<file path="src/rtl/tap_tick_pkg.sv">
// rtl/tap_tick_pkg.sv - shared constants and FSM state type for the tap tick counter
package tap_tick_pkg;

  localparam int NTAPS       = 8;
  localparam int SYNC_STAGES = 2;
  localparam int CNT_W       = 8;
  localparam int SEL_W       = $clog2(NTAPS);
  localparam int BLANK_CYC   = SYNC_STAGES + 1;
  localparam int BLANK_W     = $clog2(BLANK_CYC + 1);

  typedef enum logic [1:0] {
    IDLE  = 2'd0,
    BLANK = 2'd1,
    RUN   = 2'd2
  } state_t;

endpackage

</file>
<file path="src/rtl/tap_tick_counter_if.sv">
// rtl/tap_tick_counter_if.sv - tap inputs, control and tick/count/hit outputs of the tap tick counter
interface tap_tick_if;
  import tap_tick_pkg::*;

  logic [NTAPS-1:0] taps;
  logic [SEL_W-1:0] tap_sel;
  logic             en;
  logic             clr;
  logic [CNT_W-1:0] thresh;
  logic             hit_ack;
  logic             tick;
  logic [CNT_W-1:0] count;
  logic             hit;
  logic             overrun;

  modport master (
    output taps, tap_sel, en, clr, thresh, hit_ack,
    input  tick, count, hit, overrun
  );

  modport slave (
    input  taps, tap_sel, en, clr, thresh, hit_ack,
    output tick, count, hit, overrun
  );

endinterface

</file>
<file path="src/rtl/tap_sync_edge.sv">
// rtl/tap_sync_edge.sv - synchroniser chain plus rising-edge detect for one asynchronous tap
module tap_sync_edge
  import tap_tick_pkg::*;
(
  input  logic clk,
  input  logic rst_n,
  input  logic d,
  output logic rise
);

  logic [SYNC_STAGES-1:0] sync_q;
  logic                   prev_q;

  always_ff @(posedge clk or negedge rst_n) begin
    if (!rst_n) begin
      sync_q <= '0;
      prev_q <= 1'b0;
    end else begin
      sync_q <= {sync_q[SYNC_STAGES-2:0], d};
      prev_q <= sync_q[SYNC_STAGES-1];
    end
  end

  assign rise = sync_q[SYNC_STAGES-1] & ~prev_q;

endmodule

</file>
<file path="src/rtl/tap_tick_counter.sv">
// rtl/tap_tick_counter.sv - selects a divider tap, ticks on its synchronised rising edges,
// counts ticks modulo thresh and raises sticky hit/overrun flags
module tap_tick_counter
  import tap_tick_pkg::*;
(
  input  logic clk,
  input  logic rst_n,
  tap_tick_if.slave bus
);

  state_t             state, state_nxt;
  logic [BLANK_W-1:0] blank_cnt, blank_nxt;
  logic [SEL_W-1:0]   sel_q;
  logic               sel_chg;
  logic               rise;
  logic               tick_evt;
  logic               tick_q;
  logic [CNT_W-1:0]   count_q;
  logic [CNT_W-1:0]   count_inc;
  logic               hit_q;
  logic               ovr_q;
  logic               hit_evt;

  // Mux uses the registered select so the chain always sees a stable source per cycle.
  tap_sync_edge u_sync (
    .clk   (clk),
    .rst_n (rst_n),
    .d     (bus.taps[sel_q]),
    .rise  (rise)
  );

  assign sel_chg   = (bus.tap_sel != sel_q);
  assign count_inc = count_q + 1'b1;
  assign hit_evt   = tick_evt & (count_inc == bus.thresh);

  always_comb begin
    state_nxt = state;
    blank_nxt = blank_cnt;
    tick_evt  = 1'b0;
    case (state)
      IDLE: begin
        if (bus.en) begin
          state_nxt = BLANK;
          blank_nxt = BLANK_W'(BLANK_CYC);
        end
      end
      BLANK: begin
        if (!bus.en) begin
          state_nxt = IDLE;
        end else if (sel_chg) begin
          blank_nxt = BLANK_W'(BLANK_CYC);
        end else if (blank_cnt == BLANK_W'(1)) begin
          state_nxt = RUN;
          blank_nxt = '0;
        end else begin
          blank_nxt = blank_cnt - 1'b1;
        end
      end
      RUN: begin
        tick_evt = rise;
        if (!bus.en) begin
          state_nxt = IDLE;
        end else if (sel_chg) begin
          state_nxt = BLANK;
          blank_nxt = BLANK_W'(BLANK_CYC);
        end
      end
      default: state_nxt = IDLE;
    endcase
  end

  always_ff @(posedge clk or negedge rst_n) begin
    if (!rst_n) begin
      state     <= IDLE;
      blank_cnt <= '0;
      sel_q     <= '0;
      tick_q    <= 1'b0;
      count_q   <= '0;
      hit_q     <= 1'b0;
      ovr_q     <= 1'b0;
    end else begin
      state     <= state_nxt;
      blank_cnt <= blank_nxt;
      sel_q     <= bus.tap_sel;
      tick_q    <= tick_evt;
      // clr drops a coincident tick from the count but the tick output still pulses.
      if (bus.clr) begin
        count_q <= '0;
        hit_q   <= 1'b0;
        ovr_q   <= 1'b0;
      end else if (hit_evt) begin
        count_q <= '0;
        hit_q   <= 1'b1;
        if (hit_q && !bus.hit_ack) ovr_q <= 1'b1;
      end else begin
        if (tick_evt)    count_q <= count_inc;
        if (bus.hit_ack) hit_q   <= 1'b0;
      end
    end
  end

  assign bus.tick    = tick_q;
  assign bus.count   = count_q;
  assign bus.hit     = hit_q;
  assign bus.overrun = ovr_q;

endmodule

</file>
<file path="src/flat_wrapper.sv">
// flat-port wrapper written by rule: the top's interface ports become plain ports
module tap_tick_counter_flat import tap_tick_pkg::*;
  (clk, rst_n, bus_taps, bus_tap_sel, bus_en, bus_clr, bus_thresh, bus_hit_ack, bus_tick, bus_count, bus_hit, bus_overrun);
  tap_tick_if bus_i ();
  input  logic clk;
  input  logic rst_n;
  input wire logic [$bits(bus_i.taps)-1:0] bus_taps;
  input wire logic [$bits(bus_i.tap_sel)-1:0] bus_tap_sel;
  input wire logic [$bits(bus_i.en)-1:0] bus_en;
  input wire logic [$bits(bus_i.clr)-1:0] bus_clr;
  input wire logic [$bits(bus_i.thresh)-1:0] bus_thresh;
  input wire logic [$bits(bus_i.hit_ack)-1:0] bus_hit_ack;
  output wire logic [$bits(bus_i.tick)-1:0] bus_tick;
  output wire logic [$bits(bus_i.count)-1:0] bus_count;
  output wire logic [$bits(bus_i.hit)-1:0] bus_hit;
  output wire logic [$bits(bus_i.overrun)-1:0] bus_overrun;
  assign bus_i.taps = bus_taps;
  assign bus_i.tap_sel = bus_tap_sel;
  assign bus_i.en = bus_en;
  assign bus_i.clr = bus_clr;
  assign bus_i.thresh = bus_thresh;
  assign bus_i.hit_ack = bus_hit_ack;
  assign bus_tick = bus_i.tick;
  assign bus_count = bus_i.count;
  assign bus_hit = bus_i.hit;
  assign bus_overrun = bus_i.overrun;
  tap_tick_counter u_core (.clk(clk), .rst_n(rst_n), .bus(bus_i));
endmodule
</file>
<file path="config.mk">
export PLATFORM = sky130hd
export DESIGN_NAME = tap_tick_counter_flat
export DESIGN_NICKNAME = d
export VERILOG_FILES = /design/src/rtl/tap_tick_pkg.sv /design/src/rtl/tap_tick_counter_if.sv /design/src/rtl/tap_sync_edge.sv /design/src/rtl/tap_tick_counter.sv /design/src/flat_wrapper.sv
export SDC_FILE = /design/constraint.sdc
export NUM_CORES = 1
export LEC_CHECK = 0
export CORE_ASPECT_RATIO = 1.4
export CORE_MARGIN = 1.5
export CORE_UTILIZATION = 47
export CTS_CLUSTER_SIZE = 10
export DETAILED_ROUTE_END_ITERATION = 10
export PLACE_DENSITY = 0.84
export SYNTH_ARGS = -nofsm -noshare
export SYNTH_HDL_FRONTEND = slang
export SYNTH_HIERARCHICAL = 1
export SYNTH_SLANG_ARGS = --single-unit
</file>
<file path="constraint.sdc">
create_clock -name clk -period 2.5 [get_ports clk]
set_clock_uncertainty 0.1 [all_clocks]
set_input_delay 0.375 -clock clk [delete_from_list [all_inputs] [get_ports clk]]
set_output_delay 0.375 -clock clk [all_outputs]
set_load 0.05 [all_outputs]
</file>
# --- After elaboration in Yosys (flattened, before gate mapping) ---
# Cells that the tools add are included.
totals:
  input_bits: 24
  latch_bits: 0
  ramBits: 0
  mem_bits_ro: 0
  elab_cells: 64
  n_memories: 0
  output_inout_bits: 11
  reg_bits: 21
op_classes:
  n_mul: 0
  div_mod_pow: 0
  n_bitwise: 3
  mux: 26
  magnitude_cmp: 1
  addsub: 2
  n_eq_ne: 12
  shifts: 0
  reduce_logical: 11
op_table:
  columns: ["op", "n"]
  rows:
  - ["2-bit two-way mux", 12]
  - ["8-bit two-way mux", 3]
  - ["2-bit case mux with 3 select lines", 2]
  - ["3-bit nonzero test", 3]
  - ["8-bit by 1-bit adder with 8-bit output, second input constant", 1]
  - ["8-bit equality test", 1]
  - ["1-bit two-way mux", 8]
  - ["2-bit != test, second input constant", 3]
  - ["3-bit by 2-bit != test with 1-bit output, second input constant", 2]
  - ["5-bit AND reduction", 1]
  - ["2-bit by 1-bit equality test with 1-bit output, second input constant", 2]
  - ["3-bit by 4-bit < comparator with 1-bit output, second input constant", 1]
  - ["4-bit AND reduction", 1]
  - ["2-bit nonzero test", 2]
  - ["1-bit binary-select mux with 3-bit select", 1]
  - ["3-bit != test", 1]
  - ["3-bit != test, second input constant", 1]
  - ["1-bit bitwise AND", 2]
  - ["2-bit equality test, second input constant", 1]
  - ["2-bit logical NOT", 1]
  - ["2-bit by 1-bit != test with 1-bit output, second input constant", 1]
  - ["2-bit AND reduction", 1]
  - ["2-bit by 1-bit subtractor with 2-bit output, second input constant", 1]
  - ["1-bit logical AND", 1]
  - ["2 further kinds", 2]

# --- Logic depth before layout (Yosys ltp) ---
# Gate-level depths: netlist of the first run.
logic_depth:
  word_depth: 6
  ltp_mapped: 7
  ltp_nobuf: 7

# --- By module ---
# Netlist of the first run, hierarchy kept.
by_module_without_submodules:
  columns: ["mod", "seq_area_each_um2", "instances", "cells_per_inst", "area_each_um2"]
  rows:
  - ["tap_tick_counter", 450.4, 1, 117, 1193.6]
  - ["tap_sync_edge", 75.1, 1, 4, 88.8]

# --- Worst setup path after synthesis of the first run ---
# No wires, ideal clock.
synth_path:
  kind: "register -> register"
  from: "register u_core.count_q[0] (netlist: u_core/bus.count[0])"
  to: "register u_core.count_q[1] (netlist: u_core/bus.count[1])"
  period_less_slack_ns: 2.269
  n_path_buf: 0
  t_required_ns: 2.278
  arrival_time_ns: 2.048
  setup_ns: 0.122
  slack_ns: 0.231
  path_stages_with_launch: 7
  cell_sequence: "dfrtp_1 -> ha_1 -> xnor2_1 -> nand3_2 -> nor4_4 -> o2111ai_2 -> a32o_1"
synth_via:
  elab_chain_len: 5
  word_cells_on_any_way: 7
  classes_between: "1 x add/sub; 1 x eq/ne; 3 x mux; 1 x bitwise; 1 x reduce/logical"
synth_rtl:
  columns: ["item", "line", "source"]
  rows:
  - ["start, declared", "tap_tick_counter.sv:18", "logic [CNT_W-1:0] count_q;"]
  - ["start signal, assigned", "tap_tick_counter.sv:96", "if (tick_evt) count_q <= count_inc;"]
  - ["8-bit by 1-bit adder with 8-bit output (*)", "tap_tick_counter.sv:33", "assign count_inc = count_q + 1'b1;"]
  - ["8-bit equality test", "tap_tick_counter.sv:34", "assign hit_evt = tick_evt & (count_inc == bus.thresh);"]
  - ["1-bit bitwise AND", "tap_tick_counter.sv:34", null]
  - ["8-bit two-way mux", "tap_tick_counter.sv:91", "end else if (hit_evt) begin"]
  - ["8-bit two-way mux", "tap_tick_counter.sv:87", "if (bus.clr) begin"]
# Every way passes the cells marked *; elsewhere a longest branch is shown, timed or not. The select of a mux whose other input is x is not followed.
# A chain may end at the register's enable or synchronous reset.

# --- Worst setup path after layout of the first run ---
layout_path:
  from: "register u_core.count_q[0] (netlist: u_core/bus.count[0])"
  to: "register u_core.count_q[4] (netlist: u_core/bus.count[4])"
# The elaborated chain is that of the path after synthesis.

==> impl_metrics.csv, run 1 <==
group,metric,value,unit
status,status,"completed",
clock_network,cts_made_buffers,3,
timing,setup_viol,0,
global_routing,grt_max_degree,22,
clock_network,clockBufferDepth,2,
cells_and_area,layout_commonest_cell,"clkdlybuf4s50_1",
floorplanning,start_util,0.4904,
timing,post-route-period-util,0.8943,
synth,ys_async_sr_fraction,1.000,
hold_path,hold_path_class,"flop to flop",
clock_network,clockRootBuffer,"clkbuf_4",
floorplanning,core,2615,um2
clock_network,cts_setup_buffers,0,
clock_network,clk_pin_slew,0.12,ns
placement,dpl.cell_count,186,
synth,syn-num-nets,147,
synth,synth.distinct_cells,43,
clock_network,post_cts_resized,0,
cells_and_area,layout.nets,181,
hold_path,min_to,"u_core/u_sync/sync_q[1]",
clock_network,clock_latency,0.31,ns
setup_path,cp.required,2.60,ns
synth,synth_area,1282,um2
setup_path,arrival,2.34,ns
power,power_density,477.0,nW/um2
setup_path,crit_type,"flop to flop",
global_routing,track_usage,0.1984,
global_routing,grt_pass1_vias,1118,
setup_path,cp_slowest_cell,"dfrtp_1",
timing,drv_slew,0,
setup_path,r2r-end,"u_core/bus.count[4]",
detailed_routing,first_iter_violations,15,
detailed_routing,avgRoutedWirePerCell,13.68,um
global_routing,antenna_found_initial,0,
setup_path,rrSetupSlack,0.26,ns
timing,fmax,0.4473,GHz
placement,dp.final_hpwl,2096,um
detailed_routing,drtAntennaViolNets,0,
setup_path,worst-path-buf-inv,0,
cells_and_area,most-common-layout-cells,"clkdlybuf4s50_1, dfrtp_1, a21oi_1, xnor2_1",
placement,routabilityCongestion,0.7860,
floorplanning,dieArea,3056,um2
setup_path,crit_chain,"ha_1, xnor2_1, nand3_2, nor4_4, o2111ai_2, a22o_1",
power,switching_share,0.3304,
power,intPower,0.5299,mW
cells_and_area,finalNonFillerCells,190,
power,switchingPower,0.2615,mW
detailed_routing,vias_per_cell,5.574,
clock_network,cts_hold_buf,0,
power,power_frac_clock,0.210,
detailed_routing,wirelength,2600,um
hold_path,whs_path_depth,0,
power,p_seq_frac,0.510,
job,cap_viol_max_count,0,
timing,tightest_slew,0.4987,ns
cells_and_area,synthToLayoutAreaGrowth,29.37,%
power,combPwrFrac,0.280,
setup_path,critPathTopFamily,"compound AO/OA/AOI/OAI gates",
setup_path,reg2reg_from,"u_core/bus.count[0]",
timing,tns,0,ns
synth,syn_inst,121,
setup_path,crit_cells,6,
detailed_routing,vias,1059,
cells_and_area,nFillCells,225,
floorplanning,dieHeight,64.81,um
synth,synthFlopType,"dfrtp_1",
timing,slew_headroom,0.6665,
hold_path,min_from,"u_core/u_sync/sync_q[0]",
clock_network,cts_tree,"done",
timing,final.min_clock_period,2.236,ns
power,power_leakage,0.6672,nW
setup_path,crit_path_max_fanout,7,
clock_network,clkSinkCount,21,
synth,syn_avg_cell_area,10.60,um2
setup_path,r2r_cells,6,
setup_path,cpPeakStageDelay,0.48,ns
power,ir_worst_vdd,0.3221,mV
timing,final_hold_viol_count,0,
setup_path,cp-end-kind,"flop",
floorplanning,row_count,22,
synth,synth-edff-count,0,
cells_and_area,diodes,0,
detailed_routing,dr.pass1.iters,3,
cells_and_area,final_layout_size_suffix_gt1_frac,0.1234,
setup_path,startpoint_type,"flop",
clock_network,htreeDepth,1,
placement,portBuffers,34,
floorplanning,io_pins,35,
timing,rsz0062_at_grt,"false",
floorplanning,dieWidth,47.15,um
global_routing,grt_pass1_wl,4485,um
global_routing,overflow,0,
synth,yosysWarnings,6,
synth,ys_seq_area_frac,0.4098,
detailed_routing,drcViolationCount,0,
synth,yosys_register_bits,21,
-- cell families after synthesis --
family / share of synthesized area
xor gates and xnor gates: 0.1093
and+or+nand+nor: 0.2156
buffers and inverters: 0.05268
AOI/OAI and AO/OA: 0.1493
adders and majority gates: 0.01951
muxes: 0.04390
DFF: 0.4098
-- state kept, by name, indices dropped and copies added (netlist names) --
signal                count
u_core/state              2
u_core/bus.count          8
u_core/bus.overrun        1
u_core/u_sync/prev_q      1
u_core/bus.tick           1
u_core/blank_cnt          2
u_core/u_sync/sync_q      2
u_core/bus.hit            1
u_core/sel_q              3
-- synthesized netlist by cell type, types with 2 or more instances --
master | number | area [um2]
inv_1 | 5 | 18.77
nand3_1 | 7 | 35.03
xnor2_1 | 9 | 78.83
a32o_1 | 2 | 20.02
nand2_1 | 5 | 18.77
nor3_1 | 7 | 35.03
a21oi_1 | 9 | 45.04
nand3b_1 | 2 | 15.01
o31ai_1 | 2 | 15.01
ha_1 | 2 | 25.02
and4_1 | 2 | 17.52
mux4_2 | 2 | 45.04
buf_2 | 2 | 10.01
nor2_1 | 6 | 22.52
buf_6 | 2 | 22.52
a22o_1 | 4 | 35.03
xor2_1 | 7 | 61.31
dfrtp_1 | 21 | 525.5
-- power groups by stage --
stage | registers (mW) | logic, mW | clock network [mW]
final | 0.404 | 0.221 | 0.167
after global placement | 0.409 | 0.217 | 0
after global routing | 0.410 | 0.238 | 0.188
after CTS | 0.404 | 0.223 | 0.173
after floorplan | 0.438 | 0.112 | 0
after detailed placement | 0.411 | 0.223 | 0
-- metal layers --
| layer | vias to the layer above | global-route usage | part of all wire |
|---|---|---|---|
| met5 | - | 0 | 0 |
| met4 | 0 | 0.06597 | 0.010 |
| met3 | 4 | 0.02786 | 0.048 |
| met2 | 33 | 0.3801 | 0.55 |
| met1 | 515 | 0.2022 | 0.39 |
| li1 | 507 | - | - |
-- worst reg2reg max path, delay by kind of cell (launching register included) --
family | cells | cell delay (ns)
AOI/OAI and AO/OA | 2 | 0.50
xor gates and xnor gates | 1 | 0.21
adders and majority gates | 1 | 0.36
DFF | 1 | 0.48
and+or+nand+nor | 2 | 0.48
-- per-stage QoR --
step	instance area, um2	setup WS (ns)	hold WS [ns]	util	power (mW)
2_1_floorplan	1282	0.2307	-0.02059	-	0.5496
3_3_place_gp	1632	0.3736	0.2387	0.6239	0.6265
3_5_place_dp	1632	0.2676	0.2363	0.6239	0.6337
4_1_cts	1659	0.2434	0.2772	0.6345	0.8011
5_1_grt	1659	0.1572	0.2895	0.6345	0.8360
6_report	1659	0.2644	0.2720	0.6345	0.7915
-- layout make-up --
cell class / instances / area [um2] / share of cell area
clock buffers: 3 / 22.52 / 0.01357
inverters: 6 / 23.77 / 0.01433
flip-flops and latches: 21 / 525.5 / 0.3167
well taps: 36 / 45.04 / 0.02715
clock inverters: 1 / 5.005 / 0.003017
repair buffers: 35 / 347.8 / 0.2097
multi-input cells: 88 / 689.4 / 0.4155
-- worst max path at each step --
stage,startpoint,endpoint,slack (ns)
after floorplan,u_core/bus.count[0],u_core/bus.count[1],0.23
after global placement,bus_thresh[0],u_core/bus.count[1],0.37
after detailed placement,bus_thresh[0],u_core/bus.count[1],0.27
after CTS,u_core/bus.count[4],bus_count[4],0.24
after global routing,u_core/bus.count[4],bus_count[4],0.16
final,u_core/bus.count[0],u_core/bus.count[4],0.26
Power figures use the tool's default switching activity.
==> run 2, diff against run 1 <==
--- a/config.mk
+++ b/config.mk
@@ -5,6 +5,7 @@
 export SDC_FILE = /design/constraint.sdc
 export NUM_CORES = 1
 export LEC_CHECK = 0
+export ABC_CLOCK_PERIOD_IN_PS = 2500
 export CORE_ASPECT_RATIO = 1.4
 export CORE_MARGIN = 1.5
 export CORE_UTILIZATION = 47
==> results of run 2 <==
Final layout, timing and power as in run 1 (identical DEF).
==> run 3, diff against run 2 <==
--- a/config.mk
+++ b/config.mk
@@ -5,13 +5,13 @@
 export SDC_FILE = /design/constraint.sdc
 export NUM_CORES = 1
 export LEC_CHECK = 0
-export ABC_CLOCK_PERIOD_IN_PS = 2500
+export ABC_CLOCK_PERIOD_IN_PS = 1900
 export CORE_ASPECT_RATIO = 1.4
 export CORE_MARGIN = 1.5
-export CORE_UTILIZATION = 47
+export CORE_UTILIZATION = 43
 export CTS_CLUSTER_SIZE = 10
 export DETAILED_ROUTE_END_ITERATION = 10
-export PLACE_DENSITY = 0.84
+export PLACE_DENSITY = 0.75
 export SYNTH_ARGS = -nofsm -noshare
 export SYNTH_HDL_FRONTEND = slang
 export SYNTH_HIERARCHICAL = 1
==> constraint.sdc (replaced) <==
create_clock -name clk -period 1.9 [get_ports clk]
set_clock_uncertainty 0.1 [all_clocks]
set_input_delay 0.285 -clock clk [delete_from_list [all_inputs] [get_ports clk]]
set_output_delay 0.285 -clock clk [all_outputs]
set_load 0.05 [all_outputs]
==> run 3 against run 2 <==
  * Worst hold slack lost 0.017 ns
  * Clock power rose by 75%
  * Design area grew 11%
  * Via count rose by 3.0%
  * The run now ends with setup timing left
  * Routed wire length increased by 14%
  * Critical path depth is the same
  * Critical endpoint is now u_core/bus.count[1]
  * Maximum frequency is 13% higher
  * Register-to-register slack worse by 0.34 ns
  * Largest cell class unchanged
  * Sequential power increased by 32%
  * Global-route usage decreased by 0.86 points
  * Setup slack got worse by 0.34 ns
  * Die area up 8.8%
==> impl_metrics.csv, run 3 (synthesis results as in run 1) <==
group,metric,value,unit
status,status,"finished, violations left",
status,violations,"setup timing",
setup_path,r2r_cells,6,
cells_and_area,synthToLayoutAreaGrowth,43.80,%
placement,place_area,1742,um2
global_routing,overflow,0,
global_routing,grt_pass1_wl,4926,um
timing,fin_hold_ws,0.2545,ns
hold_path,hold_path_class,"flop to flop",
global_routing,grt_pass1_vias,1131,
setup_path,crit_type,"flop to flop",
clock_network,clock_latency,0.25,ns
hold_path,min_to,"u_core/u_sync/sync_q[1]",
setup_path,cp-end-kind,"flop",
setup_path,r2r-end,"u_core/bus.count[1]",
detailed_routing,dr.pass1.iters,4,
clock_network,clk_pin_slew,0.08,ns
setup_path,crit_path_max_fanout,5,
detailed_routing,wirelength,2975,um
cells_and_area,layout.nets,195,
global_routing,antenna_found_initial,0,
cells_and_area,diodes,0,
power,power_leakage,0.7725,nW
global_routing,grt_max_degree,22,
detailed_routing,vias_per_cell,5.322,
setup_path,arrival,2.03,ns
placement,dp.final_hpwl,2338,um
floorplanning,dieHeight,67.62,um
setup_path,rrSetupSlack,-0.08,ns
setup_path,startpoint_type,"flop",
power,ir_worst_vdd,0.4435,mV
timing,post-route-period-util,1.042,
job,cap_viol_max_count,0,
detailed_routing,drtAntennaViolNets,0,
floorplanning,dieWidth,49.16,um
cells_and_area,layout_commonest_cell,"buf_4",
floorplanning,start_util,0.4502,
timing,drv_slew,0,
timing,tightest_slew,0.3769,ns
placement,portBuffers,34,
hold_path,whs_path_depth,0,
cells_and_area,postLayoutCellArea,1844,um2
clock_network,cts_hold_buf,0,
hold_path,min_from,"u_core/u_sync/sync_q[0]",
floorplanning,core,2849,um2
detailed_routing,avgRoutedWirePerCell,14.51,um
clock_network,cts_made_buffers,3,
timing,timing.final.ws_setup,-0.07993,ns
placement,routabilityCongestion,0.7719,
timing,rsz0062_at_grt,"true",
clock_network,clockRootBuffer,"clkbuf_8",
timing,setup_viol,10,
timing,final_hold_viol_count,0,
cells_and_area,most-common-layout-cells,"buf_4, clkdlybuf4s50_1, dfrtp_1",
floorplanning,row_count,23,
floorplanning,dieArea,3324,um2
power,power_density,625.2,nW/um2
detailed_routing,drcViolationCount,0,
setup_path,reg2reg_from,"u_core/bus.count[0]",
clock_network,clockBufferDepth,2,
detailed_routing,vias,1091,
clock_network,cts_tree,"done",
detailed_routing,first_iter_violations,16,
timing,slew_headroom,0.7468,
cells_and_area,final_layout_size_suffix_gt1_frac,0.3571,
cells_and_area,fin_util,0.6473,
cells_and_area,largest_register_ffs,8,
setup_path,cp.required,1.95,ns
timing,final.min_clock_period,1.980,ns
timing,fmax,0.5051,GHz
clock_network,clkSinkCount,21,
global_routing,track_usage,0.1898,
clock_network,htreeDepth,1,
floorplanning,io_pins,35,
## run 3: cell count changes in the layout (fill, tap and decap cells not counted), moves of 4 or more
cell / before / now
clkdlybuf4s50_1: 34 / 23
buf_4: 1 / 26
xnor2_1: 9 / 5
dfrtp_2: 0 / 6
dfrtp_1: 21 / 14
## run 3: through the flow
stage / std cells / TNS (ns) / total power, mW / worst slack (ns)
floorplan: 121 / -0.4724 / 0.7345 / -0.1069
global placement: 200 / -0.9518 / 0.8422 / -0.1341
detailed placement: 200 / -1.161 / 0.8534 / -0.1451
CTS: 204 / -0.2333 / 1.149 / -0.06013
finish: 205 / -0.4348 / 1.153 / -0.07993
global route: 205 / -1.047 / 1.213 / -0.1516
## run 3: worst max-delay path by stage
stage	cells after the start	start	slack [ns]	to
floorplan	6	u_core/bus.count[0]	-0.11	u_core/bus.count[1]
global placement	6	bus_thresh[4]	-0.13	u_core/bus.count[1]
detailed placement	6	bus_thresh[4]	-0.15	u_core/bus.count[1]
CTS	6	u_core/bus.count[0]	-0.06	u_core/bus.count[1]
global route	6	u_core/bus.count[0]	-0.15	u_core/bus.count[1]
finish	6	u_core/bus.count[0]	-0.08	u_core/bus.count[1]
## run 3: final cells by class
type	instances	area [um2]
Fill cell	216	1005
Multi-Input combinational cell	88	763.2
Sequential cell	21	536.8
Timing Repair Buffer	49	425.4
Tap cell	37	46.29
Clock buffer	3	41.29
Inverter	6	23.77
Clock inverter	1	7.507
## run 3: what timing repair did
item,CTS,global route
buffers inserted,0,1
endpoints found under the setup margin,7,10
pin swaps,2,5
resized for setup,0,7
## run 3: power breakdown
part | switching, mW | internal, mW | total, mW
Sequential | 0.0539 | 0.481 | 0.535
Clock | 0.144 | 0.148 | 0.292
Combinational | 0.167 | 0.159 | 0.326
Total | 0.365 | 0.788 | 1.15
## run 3: critical path: stages, from the launching register on
cell       delay [ns]
dfrtp_4          0.49
ha_4             0.18
and3_4           0.18
and4_1           0.21
nor3_2           0.24
o2111ai_2        0.22
a32o_1           0.26
## run 3: per-layer routing
| layer | vias to the layer above | GRT usage | wire [um] |
|---|---|---|---|
| met1 | 524 | 0.2076 | 1152 |
| met4 | 0 | 0.05357 | 6 |
| met2 | 26 | 0.3851 | 1729 |
| li1 | 539 | - | - |
| met5 | - | 0 | 0 |
| met3 | 2 | 0.01549 | 86 |
==> patch (settings of run 2) <==
The 3 states of `state_t` get a one-hot encoding in 3 bits.
--- a/src/rtl/tap_tick_pkg.sv
+++ b/src/rtl/tap_tick_pkg.sv
@@ -8,10 +8,10 @@
   localparam int BLANK_CYC   = SYNC_STAGES + 1;
   localparam int BLANK_W     = $clog2(BLANK_CYC + 1);
 
-  typedef enum logic [1:0] {
-    IDLE  = 2'd0,
-    BLANK = 2'd1,
-    RUN   = 2'd2
+  typedef enum logic [2:0] {
+    IDLE  = 3'b001,
+    BLANK = 3'b010,
+    RUN   = 3'b100
   } state_t;
 
 endpackage
Formal check against the unedited RTL: no difference found for any inputs over 10 cycles, from zero or initial values and one cycle with rst_n low; not proved beyond that.
==> patch against run 2 <==
- routed wire length grew 0.85%
- design area increased by 1.4%
- sequential power up 5.0%
- sequential cell count is 1 higher
- combinational power decreased by 22%
- area after synthesis decreased by 1.8%
- global-route usage down 0.34 points
- fmax up 4.0%
- setup slack gained 0.085 ns
- power about the same
==> patch: results (changes against run 2) <==
[layout]
layout-drive-gt1-share_pct=11.9  ; was 12.3%
final_cells=187  ; was 190
fillers=223  ; was 225

[detailed_routing]
vias=1006  ; was 1059
drt-initial-drc-count=9  ; was 15
firstDrtPassIters=4  ; was 3
wire_per_inst_um=14.0  ; was 13.7 um

[critical_path]
r2r_setup_slack_ns=0.35  ; was 0.26 ns
path_max_fanout=6  ; was 7
critPathArrivalTime_ns=2.27  ; was 2.34 ns
crit_path_end=u_core/bus.overrun  ; was u_core/bus.count[4]

[grt]
grt_start_max_net_pins=23  ; was 22
track_usage_pct=19.5  ; was 19.8%

[outcome]
status=complete, no violations  ; unchanged

[place]
placed_area_mm2=0.00165  ; was 0.00163 mm^2
place_hpwl_um=2120  ; was 2100 um
placed_cells=183  ; was 186
gp_congestion=0.872  ; was 0.786

[power_and_ir_drop]
p_leak_uw=0.000646  ; was 0.000667 uW
ir_drop_v=0.000412  ; was 0.000322 V

[yosys]
synth_commonest_cells=dfrtp_1, xnor2_1, nor3_1, nand2_1, nor2_1  ; was dfrtp_1, a21oi_1, xnor2_1
synthTopCellsByArea=dfrtp_1, xnor2_1, nor3_1  ; was dfrtp_1, xnor2_1, xor2_1
synth_cells=113  ; was 121
yosysSeqAreaShare_pct=43.8  ; was 41.0%
syn_nets=139  ; was 147

[sta]
relSlewSlack_pct=66.4  ; was 66.7%

patch: cell count changes after synthesis, moves of 2 or more:
cell / run 2 / this run
a21oi_1: 9 / 2
a22o_1: 4 / 0
a32o_1: 2 / 0
and3_1: 0 / 2
and4_1: 2 / 0
buf_2: 2 / 0
nand3_1: 7 / 4
nor3_1: 7 / 10
o21ai_0: 0 / 4
xnor2_1: 9 / 19
xor2_1: 7 / 4
patch: stage by stage:
stage | worst slack [ns] | hold slack [ns]
floorplan | 0.205 | -0.0206
global placement | 0.331 | 0.232
detailed placement | 0.272 | 0.247
CTS | 0.324 | 0.274
global route | 0.246 | 0.276
finish | 0.349 | 0.275
patch: routing by layer:
metal	track usage [%]	share of wire, %	wire, um	vias up
li1	-	-	-	469
met1	18.7	36	946	485
met2	35.3	55	1440	43
met3	4.52	5.7	149	9
met4	10.4	3.3	87	0
met5	0	0	0	-
patch: logic make-up after synthesis:
kind of cell / Yosys count / share of synthesized area (%)
buffers and inverters: 6 / 2.38
AOI/OAI and AO/OA: 11 / 5.86
adders and majority gates: 2 / 1.99
xor gates and xnor gates: 24 / 18.2
and+or+nand+nor: 43 / 21.6
muxes: 5 / 6.16
DFF: 22 / 43.8
patch: critical path, cell delays in order, from the launching register on:
cell,delay [ns]
dfrtp_1,0.47
ha_1,0.41
xor2_4,0.18
nor3_4,0.17
nand3_2,0.11
or3_1,0.34
o41ai_2,0.28
patch: layout make-up:
cell class	instances	area [um^2]	area share (%)
clock buffers	4	36.3	2.16
inverters	4	15.0	0.893
multi-input cells	85	678	40.3
flip-flops and latches	22	552	32.8
well taps	36	45.0	2.68
repair buffers	36	355	21.1
patch: report_power, final:
group | internal, uW | total, uW | switching [uW]
combinational | 98.2 | 173 | 75.2
sequential | 387 | 424 | 36.9
clock | 89.1 | 194 | 105
patch: how the worst min path moves through the flow:
stage                                    to                     from  cells after the start  slack, ns
floorplan               u_core/blank_cnt[0]                    rst_n                      0      -0.02
global placement    u_core/u_sync/sync_q[1]  u_core/u_sync/sync_q[0]                      0       0.23
detailed placement  u_core/u_sync/sync_q[1]  u_core/u_sync/sync_q[0]                      0       0.25
CTS                 u_core/u_sync/sync_q[1]  u_core/u_sync/sync_q[0]                      0       0.27
global route        u_core/u_sync/sync_q[1]  u_core/u_sync/sync_q[0]                      0       0.28
finish              u_core/u_sync/sync_q[1]  u_core/u_sync/sync_q[0]                      0       0.27
